`src/rtl/alu_rs.sv`:
```
// alu_rs: reservation station and issue scheduler for the integer ALU.
// Holds up to RS_SIZE decoded ALU/branch/jump instructions. Operands still
// pending are captured from the ALU and load/store CDB broadcasts. Each
// cycle, the lowest-index ready slot is copied to registered ALU operands.
//
// Ports:
//   clk, rst              clock, asynchronous active-high reset
//   rdy                   global enable (0 freezes all state)
//   flush                 misprediction clear from the ROB
//   issue_*               decoded instruction from the decoder
//   rs_full               no free slot (combinational from slot state)
//   alu_cdb_*, lsb_cdb_*  result broadcasts
//   new_calculate, out_*  registered ALU operand bundle
module alu_rs #(
  parameter int RS_SIZE = 8,
  parameter int TAG_W   = 4
) (
  input  logic             clk,
  input  logic             rst,
  input  logic             rdy,
  input  logic             flush,
  input  logic             issue_valid,
  input  logic [5:0]       issue_op,
  input  logic [31:0]      issue_instruction,
  input  logic [31:0]      issue_pc,
  input  logic [31:0]      issue_imm,
  input  logic             issue_qj_busy,
  input  logic             issue_qk_busy,
  input  logic [TAG_W-1:0] issue_qj,
  input  logic [TAG_W-1:0] issue_qk,
  input  logic [31:0]      issue_vj,
  input  logic [31:0]      issue_vk,
  input  logic [TAG_W-1:0] issue_entry,
  output logic             rs_full,
  input  logic             alu_cdb_valid,
  input  logic [TAG_W-1:0] alu_cdb_entry,
  input  logic [31:0]      alu_cdb_result,
  input  logic             lsb_cdb_valid,
  input  logic [TAG_W-1:0] lsb_cdb_entry,
  input  logic [31:0]      lsb_cdb_result,
  output logic             new_calculate,
  output logic [5:0]       out_op,
  output logic [31:0]      out_instruction,
  output logic [31:0]      out_vj,
  output logic [31:0]      out_vk,
  output logic [31:0]      out_pc,
  output logic [31:0]      out_imm,
  output logic [TAG_W-1:0] out_entry
);

  localparam int IDX_W = (RS_SIZE > 1) ? $clog2(RS_SIZE) : 1;

  // Slot storage
  logic [RS_SIZE-1:0] busy;
  logic [RS_SIZE-1:0] qj_busy;
  logic [RS_SIZE-1:0] qk_busy;
  logic [5:0]         op          [RS_SIZE];
  logic [31:0]        instruction [RS_SIZE];
  logic [31:0]        pc          [RS_SIZE];
  logic [31:0]        imm         [RS_SIZE];
  logic [TAG_W-1:0]   entry       [RS_SIZE];
  logic [TAG_W-1:0]   qj          [RS_SIZE];
  logic [TAG_W-1:0]   qk          [RS_SIZE];
  logic [31:0]        vj          [RS_SIZE];
  logic [31:0]        vk          [RS_SIZE];

  logic [RS_SIZE-1:0] ready;
  logic [IDX_W-1:0]   free_idx;
  logic [IDX_W-1:0]   sel_idx;
  logic               byp_qj_busy;
  logic               byp_qk_busy;
  logic [31:0]        byp_vj;
  logic [31:0]        byp_vk;

  assign ready   = busy & ~qj_busy & ~qk_busy;
  assign rs_full = &busy;

  // Lowest free slot and lowest ready slot, both from start-of-cycle state
  always_comb begin
    free_idx = {IDX_W{1'b0}};
    sel_idx  = {IDX_W{1'b0}};
    // Scanning downwards leaves the lowest matching index in place
    for (int i = RS_SIZE - 1; i >= 0; i--) begin
      if (!busy[i]) begin
        free_idx = IDX_W'(i);
      end else begin
        free_idx = free_idx;
      end
      if (ready[i]) begin
        sel_idx = IDX_W'(i);
      end else begin
        sel_idx = sel_idx;
      end
    end
  end

  // Issue-time bypass: capture an operand broadcast in the same cycle it is issued
  always_comb begin
    byp_qj_busy = issue_qj_busy;
    byp_vj      = issue_vj;
    byp_qk_busy = issue_qk_busy;
    byp_vk      = issue_vk;
    // ALU CDB is checked first so it wins if both were to match
    if (issue_qj_busy && alu_cdb_valid && (issue_qj == alu_cdb_entry)) begin
      byp_qj_busy = 1'b0;
      byp_vj      = alu_cdb_result;
    end else if (issue_qj_busy && lsb_cdb_valid && (issue_qj == lsb_cdb_entry)) begin
      byp_qj_busy = 1'b0;
      byp_vj      = lsb_cdb_result;
    end else begin
      byp_qj_busy = issue_qj_busy;
    end
    if (issue_qk_busy && alu_cdb_valid && (issue_qk == alu_cdb_entry)) begin
      byp_qk_busy = 1'b0;
      byp_vk      = alu_cdb_result;
    end else if (issue_qk_busy && lsb_cdb_valid && (issue_qk == lsb_cdb_entry)) begin
      byp_qk_busy = 1'b0;
      byp_vk      = lsb_cdb_result;
    end else begin
      byp_qk_busy = issue_qk_busy;
    end
  end

  // Slot state, wakeup, dispatch and allocation
  always_ff @(posedge clk or posedge rst) begin
    if (rst) begin
      busy            <= {RS_SIZE{1'b0}};
      qj_busy         <= {RS_SIZE{1'b0}};
      qk_busy         <= {RS_SIZE{1'b0}};
      new_calculate   <= 1'b0;
      out_op          <= 6'd0;
      out_instruction <= 32'd0;
      out_vj          <= 32'd0;
      out_vk          <= 32'd0;
      out_pc          <= 32'd0;
      out_imm         <= 32'd0;
      out_entry       <= {TAG_W{1'b0}};
      for (int i = 0; i < RS_SIZE; i++) begin
        op[i]          <= 6'd0;
        instruction[i] <= 32'd0;
        pc[i]          <= 32'd0;
        imm[i]         <= 32'd0;
        entry[i]       <= {TAG_W{1'b0}};
        qj[i]          <= {TAG_W{1'b0}};
        qk[i]          <= {TAG_W{1'b0}};
        vj[i]          <= 32'd0;
        vk[i]          <= 32'd0;
      end
    end else if (flush) begin
      busy          <= {RS_SIZE{1'b0}};
      new_calculate <= 1'b0;
    end else if (!rdy) begin
      new_calculate <= 1'b0;
    end else begin
      // Wakeup: any number of waiting slots may capture one broadcast
      for (int i = 0; i < RS_SIZE; i++) begin
        if (busy[i] && qj_busy[i]) begin
          if (alu_cdb_valid && (qj[i] == alu_cdb_entry)) begin
            vj[i]      <= alu_cdb_result;
            qj_busy[i] <= 1'b0;
          end else if (lsb_cdb_valid && (qj[i] == lsb_cdb_entry)) begin
            vj[i]      <= lsb_cdb_result;
            qj_busy[i] <= 1'b0;
          end else begin
            qj_busy[i] <= 1'b1;
          end
        end else begin
          qj_busy[i] <= qj_busy[i];
        end
        if (busy[i] && qk_busy[i]) begin
          if (alu_cdb_valid && (qk[i] == alu_cdb_entry)) begin
            vk[i]      <= alu_cdb_result;
            qk_busy[i] <= 1'b0;
          end else if (lsb_cdb_valid && (qk[i] == lsb_cdb_entry)) begin
            vk[i]      <= lsb_cdb_result;
            qk_busy[i] <= 1'b0;
          end else begin
            qk_busy[i] <= 1'b1;
          end
        end else begin
          qk_busy[i] <= qk_busy[i];
        end
      end

      // Dispatch: a ready slot has no pending operand, so wakeup never touches it
      if (|ready) begin
        new_calculate   <= 1'b1;
        out_op          <= op[sel_idx];
        out_instruction <= instruction[sel_idx];
        out_vj          <= vj[sel_idx];
        out_vk          <= vk[sel_idx];
        out_pc          <= pc[sel_idx];
        out_imm         <= imm[sel_idx];
        out_entry       <= entry[sel_idx];
        busy[sel_idx]   <= 1'b0;
      end else begin
        new_calculate <= 1'b0;
      end

      // Allocation: the free slot was idle at start of cycle, so it never
      // collides with the dispatched slot or a wakeup target
      if (issue_valid && !rs_full) begin
        busy[free_idx]        <= 1'b1;
        op[free_idx]          <= issue_op;
        instruction[free_idx] <= issue_instruction;
        pc[free_idx]          <= issue_pc;
        imm[free_idx]         <= issue_imm;
        entry[free_idx]       <= issue_entry;
        qj[free_idx]          <= issue_qj;
        qk[free_idx]          <= issue_qk;
        qj_busy[free_idx]     <= byp_qj_busy;
        qk_busy[free_idx]     <= byp_qk_busy;
        vj[free_idx]          <= byp_vj;
        vk[free_idx]          <= byp_vk;
      end else begin
        busy[free_idx] <= busy[free_idx] & ~(|ready && (sel_idx == free_idx));
      end
    end
  end

endmodule

```
`config.mk`:
```
export PLATFORM = sky130hd
export DESIGN_NAME = alu_rs
export DESIGN_NICKNAME = d
export VERILOG_FILES = /design/src/rtl/alu_rs.sv
export SDC_FILE = /design/constraint.sdc
export NUM_CORES = 2
export LEC_CHECK = 0
export ABC_AREA = 1
export BUFFER_PORTS_ARGS = -buffer_cell sky130_fd_sc_hd__buf_2
export CORE_AREA = 2 2 562 564
export CTS_CLUSTER_DIAMETER = 40
export DETAILED_ROUTE_END_ITERATION = 8
export DIE_AREA = 0 0 564 566
export MAX_ROUTING_LAYER = met4
export REMOVE_ABC_BUFFERS = 1
export SYNTH_ARGS = -nofsm -noshare
export SYNTH_HDL_FRONTEND = slang
export SYNTH_SLANG_ARGS = --single-unit
```
`constraint.sdc`:
```
create_clock -name clk -period 65.3 [get_ports clk]
set_clock_uncertainty 0.05 [all_clocks]
set_input_delay 3.265 -clock clk [delete_from_list [all_inputs] [get_ports clk]]
set_output_delay 3.265 -clock clk [all_outputs]
set_load 0.05 [all_outputs]
```
## After elaboration in Yosys (flattened, before gate mapping)

Index checks and enable logic that the tools add are counted.

| storage, ports and cells | value |
|---|---|
| output and inout port bits | 172 |
| logic and storage cells | 449 |
| register bits after elaboration | 1619 |
| input port bits | 259 |

| cells by class | value |
|---|---|
| multiplexer cells | 242 |
| reduce and logical (&&, ||, !) cells | 68 |
| equal/unequal tests | 37 |
| magnitude comparators | 7 |
| bitwise operators | 12 |

Operators by type and width:

| kind | number |
|---|---|
| $mux W32 | 95 |
| $bwmux W256 | 5 |
| $mux W256 | 2 |
| $bmux W32 S3 | 5 |
| $eq A4 B4 Y1 | 36 |
| $bwmux W32 | 3 |
| $demux W32 S3 | 1 |
| $mux W1 | 90 |
| $mux W8 | 8 |
| $logic_and A1 B1 Y1 | 61 |
| $bwmux W48 | 1 |
| $mux W3 | 16 |
| $and A8 B8 Y8 | 3 |
| $bwmux W8 | 3 |
| $not A8 Y8 | 3 |
| $bmux W6 S3 | 1 |
| $demux W6 S3 | 1 |
| $mux W6 | 3 |
| $bmux W4 S3 | 1 |
| $demux W4 S3 | 1 |
| $mux W4 | 3 |
| $ge A4 B4 Y1 const B | 2 |
| $lt A3 B4 Y1 const B | 2 |
| $not A3 Y4 | 2 |
| other kinds (14) | 18 |

## Longest topological paths before layout

| depth | value |
|---|---|
| depth after elaboration | 24 |
| mapped depth | 17 |
| depth with buffers taken out | 15 |

## Least setup slack after synthesis

Ideal clock, no wire load.

| path | value |
|---|---|
| kind | input to register |
| start | input port alu_cdb_entry[0] |
| end | register vj[160] in the netlist's numbering |
| cell stages on the path | 13 |
| data arrival time | 4760 ps |
| required time | 65129 ps |
| path slack | 60369 ps |
| setup time | 121 ps |
| cell sequence | buf_4 > inv_4 > buf_6 > buf_4 > o22ai_1 > a21oi_1 > nand3b_4 > inv_2 > buf_4 > buf_6 > a21oi_1 > o211ai_1 > nand2_1 |

| on the way | value |
|---|---|
| word-level cells in the longest chain between the ends | 8 |
| elaborated cells between the ends (all ways) | 11 |

RTL lines:

| item | RTL line | text |
|---|---|---|
| start: declaration | 36 | `input logic [TAG_W-1:0] alu_cdb_entry,` |
| $eq A4 B4 Y1 | 158 | `if (alu_cdb_valid && (qj[i] == alu_cdb_entry)) begin` |
| $logic_and A1 B1 Y1 | 158 |  |
| $mux W32 | 158 |  |
| $mux W32 | 157 | `if (busy[i] && qj_busy[i]) begin` |
| $mux W32 | 152 | `end else if (!rdy) begin` |
| $mux W32 | 149 | `end else if (flush) begin` |
| $bwmux W256 | 213 | `vj[free_idx] <= byp_vj;` |
| $mux W256 (*) | 202 | `if (issue_valid && !rs_full) begin` |
| end signal: indexed assignment | 159 | `vj[i] <= alu_cdb_result;` |
| end signal: indexed assignment | 162 | `vj[i] <= lsb_cdb_result;` |
| end signal: indexed assignment | 213 |  |
| end: declaration | 64 | `logic [31:0] vj [RS_SIZE];` |

Every way passes the cells marked *; elsewhere a longest branch is shown, timed or not. The select of a mux whose other input is x is not followed.
A chain may end at the register's enable or synchronous reset.

## Worst setup path in the final report

| path | value |
|---|---|
| start | input port rdy |
| end | register pc[204] in the netlist's numbering |

| on the way | value |
|---|---|
| word-level cells in the longest chain between the ends | 1 |

RTL lines:

| item | RTL line | text |
|---|---|---|
| start: declaration | 20 | `input logic rdy,` |
| $reduce_and A3 Y1 (no line) | -- |  |
| end signal: indexed assignment | 206 | `pc[free_idx] <= issue_pc;` |
| end: declaration | 59 | `logic [31:0] pc [RS_SIZE];` |

No other way between the ends.

==> metrics <==
Area growth syn-to-layout=16.7%; actual slew at the worst max-slew pin=1.23 ns; die height=566 um; first-pass GRT wire length=593000 um; CTS clk-pin slew, worst paths=0.05 ns; Top FF cell, synth=dfrtp_1; io pins=431; unrepaired setup endpoints after global routing=false; min cycle time layout=8.12 ns; Tot GR Track Use=25.2%; Die Width=564 um; Total Nets Final=13700; R2R Setup Slk=59.08 ns; clock sink count=1619; EDFF count, synth=0; number of port buffers=430; yosys synthesis warning count=0; Vias=96100; H-tree Lvls=5; cell taking the most area after synthesis=dfrtp_1; Comb pwr share=19.0%; cell count after synthesis=13600; post-synthesis mux area share=0%; Compound-Gate Fraction of Synth Area=12.9%; Final Power=3770 uW; NetSw=1220 uW; std cell rows=206; reg2reg start=busy[1]$_DFFE_PP0P_; Hold Crit Depth=2; post-cts sizing count=0; TritonRoute pass-1 iters=7; DRC Markers=0; r2r worst-path depth=17; fin crit share=12.4%; multi-input logic area=0.0441 sq mm; largest net degree at the start of global routing=177; R2R Path End=out_pc[15]$_DFFE_PP0P_; WL/cell=22.6 um; syn_area_per_cell=6.88 sq um; top-count cell post-synth=nand2_1; Sw Share=32.4%; Hold EP=imm[241]$_DFFE_PP0P_; # hold bufs at CTS=0; CP Class=primary input to flop; CTS tree=yes; largest cells by area after synthesis=dfrtp_1 43%, nand2_1 16%, nand3_1 9.5%; Post-Synth Simple-Gate Area=33.7%; Yosys reg bits=1619; critical path, cell by cell=buf_2 > inv_1 > nor2_4 > buf_4 > inv_8 > nor2_4 > nand2_4 > buf_4 > buf_4 > buf_4 > o21ai_0; Post-CTS Setup Repair Bufs=0; Crit path arrival time=8.77 ns; critical path's largest stage delay=0.91 ns; part of the power in registers=33.3%; Total Negative Setup Slacks=0 ns; total routed wirelength=403000 um; DRT iter0 DRCs=13100; Cell Area, Synth=0.0936 sq mm; Fin. Hold Viols=0; vias in the first global route=88700; pwr/cell area=34.5 mW/mm^2; Vias/cell=5.38; crit-path most repeated cell=buf_4; initial antenna violation count=33; HPWL Detailed=219000 um; TritonCTS buffer count=321; crit-path max FO=113; Max Clk Rate=123 MHz; Max Cap Violations=0; Post-DP Area=0.0976 sq mm; Synth Area in Adders=0%; Leakage=0.0531 uW; XOR/XNOR share of the synthesized area=0.299%; Core Area=0.313 sq mm; Register Area=0.0405 sq mm; full die area=0.319 sq mm; clock tree buffer depth=4; share of cells above drive strength 1=9.03%; Synth async-reset ratio=100%; hold_sp=imm[241]$_DFFE_PP0P_; Slew Viols, Final=0; initial core utilization=29.9%; crit start category=primary input; CP max stage cell=buf_4; Worst EP required=65.95 ns; Seq/Total Area, Yosys=43.3%; count of cell types in the netlist=43; Worst Hold Class=flop to flop; max_slew headroom=17.9%; GP Congestion=0.901; Int Power=2540 uW; commonest cells in the netlist=3879 x nand2_1, 1774 x nand3_1, 1619 x dfrtp_1, 1594 x o21ai_0, 1401 x nor2_1; fillcell total=33400; Synth top area share=43.3%; critical path endpoint category=flop; main combinational cell family by area after synthesis=simple AND/OR/NAND/NOR gates; clock group share of total power=47.7%; status=finished clean; # setup viols final=0; maximum vdd drop=0.0359 mV; Antenna Nets Post-Route=0; grt total ovfl=0; design area=0.109 sq mm; Clk Latency, worst-skew pair=0.90 ns; Clk Tree Root Cell=clkbuf_16; final cell utilization of the core=34.9%
[cell type report]
cell class,instances,share of cell area [%]
Timing Repair Buffer,595,3.23
Multi-Input combinational cell,9779,40.4
Antenna cell,32,0.0733
Sequential cell,1619,37.1
Inverter,1109,3.85
Tap cell,4160,4.76
Clock buffer,410,8.19
Clock inverter,164,2.43
[worst max-delay path, delay by kind of cell]
family	cells	cell delay, ns
buffers and inverters	7	3.85
AOI/OAI and AO/OA	1	0.21
and+or+nand+nor	3	1.00
[cell usage in the layout (no fill, tap or decap), types with 18 or more instances in the layout]
master and n:
dfrtp_1 1619, clkinvlp_4 27, bufinv_16 59, diode_2 32, o211ai_1 92, nand2_1 3865
nand2_2 19, inv_2 25, nor2_1 1399, nand3b_1 243, clkinv_2 46, clkbuf_16 328
clkbuf_1 39, buf_4 154, a21oi_1 322, o22ai_1 64, xnor2_1 18, nand3_1 1768
nand4_1 99, o21ai_1 150, a31oi_1 32, a21boi_1 29, buf_2 430, clkbuf_8 43
o21ai_0 1594, inv_1 1065
[state kept, by name (all words and copies together), names as in the netlist, 32 cells and up]
| name | flops |
|---|---|
| out_instruction | 32 |
| vj | 256 |
| entry | 32 |
| qk | 32 |
| out_vk | 32 |
| out_vj | 32 |
| op | 48 |
| instruction | 256 |
| out_pc | 32 |
| out_imm | 32 |
| vk | 256 |
| imm | 256 |
| qj | 32 |
| pc | 256 |
[layer usage]
metal  part of all wire, %  vias to the layer above  track usage, %
li1                      -                    43600               -
met1                    40                    45100            32.1
met2                    42                     6027            36.4
met3                    12                     1431            6.36
met4                   6.0                        0            13.5
met5                     0                        -               -
[stage by stage]
step	worst slack, ns	std cells	hold WS, ns
after CTS	57.47	17800	0.425
after floorplan	16.30	12500	0.394
after global routing	57.10	17900	0.436
after detailed placement	56.56	17300	0.414
final	57.18	17900	0.422
after global placement	56.65	17300	0.406
[worst max-delay path by stage]
stage	to	cells after the start	startpoint	slack, ns
4_1_cts	pc[204]$_DFFE_PP0P_	11	rdy	57.47
3_3_place_gp	pc[213]$_DFFE_PP0P_	11	rdy	56.65
5_1_grt	pc[204]$_DFFE_PP0P_	11	rdy	57.10
3_5_place_dp	instruction[211]$_DFFE_PP0P_	11	rdy	56.56
6_report	pc[204]$_DFFE_PP0P_	11	rdy	57.18
2_1_floorplan	busy[0]$_DFFE_PP0P_	1	rst	16.30
[cells by family (layout without fill, tap and decap cells)]
logic type,count (synthesis),in the layout
AO/OA/AOI/OAI,2310,2310
XOR/XNOR,32,32
buffers and inverters,2199,2278
flip-flops,1619,1619
other,0,32
AND/OR/NAND/NOR,7437,7437
[power groups by stage]
stage / clock network, uW / registers (uW) / logic [uW]
5_1_grt: 1860 / 1270 / 785
3_5_place_dp: 0 / 1260 / 713
2_1_floorplan: 0 / 1420 / 333
6_report: 1790 / 1250 / 717
3_3_place_gp: 0 / 1260 / 704
4_1_cts: 1810 / 1250 / 715
Power figures use the tool's default switching activity.
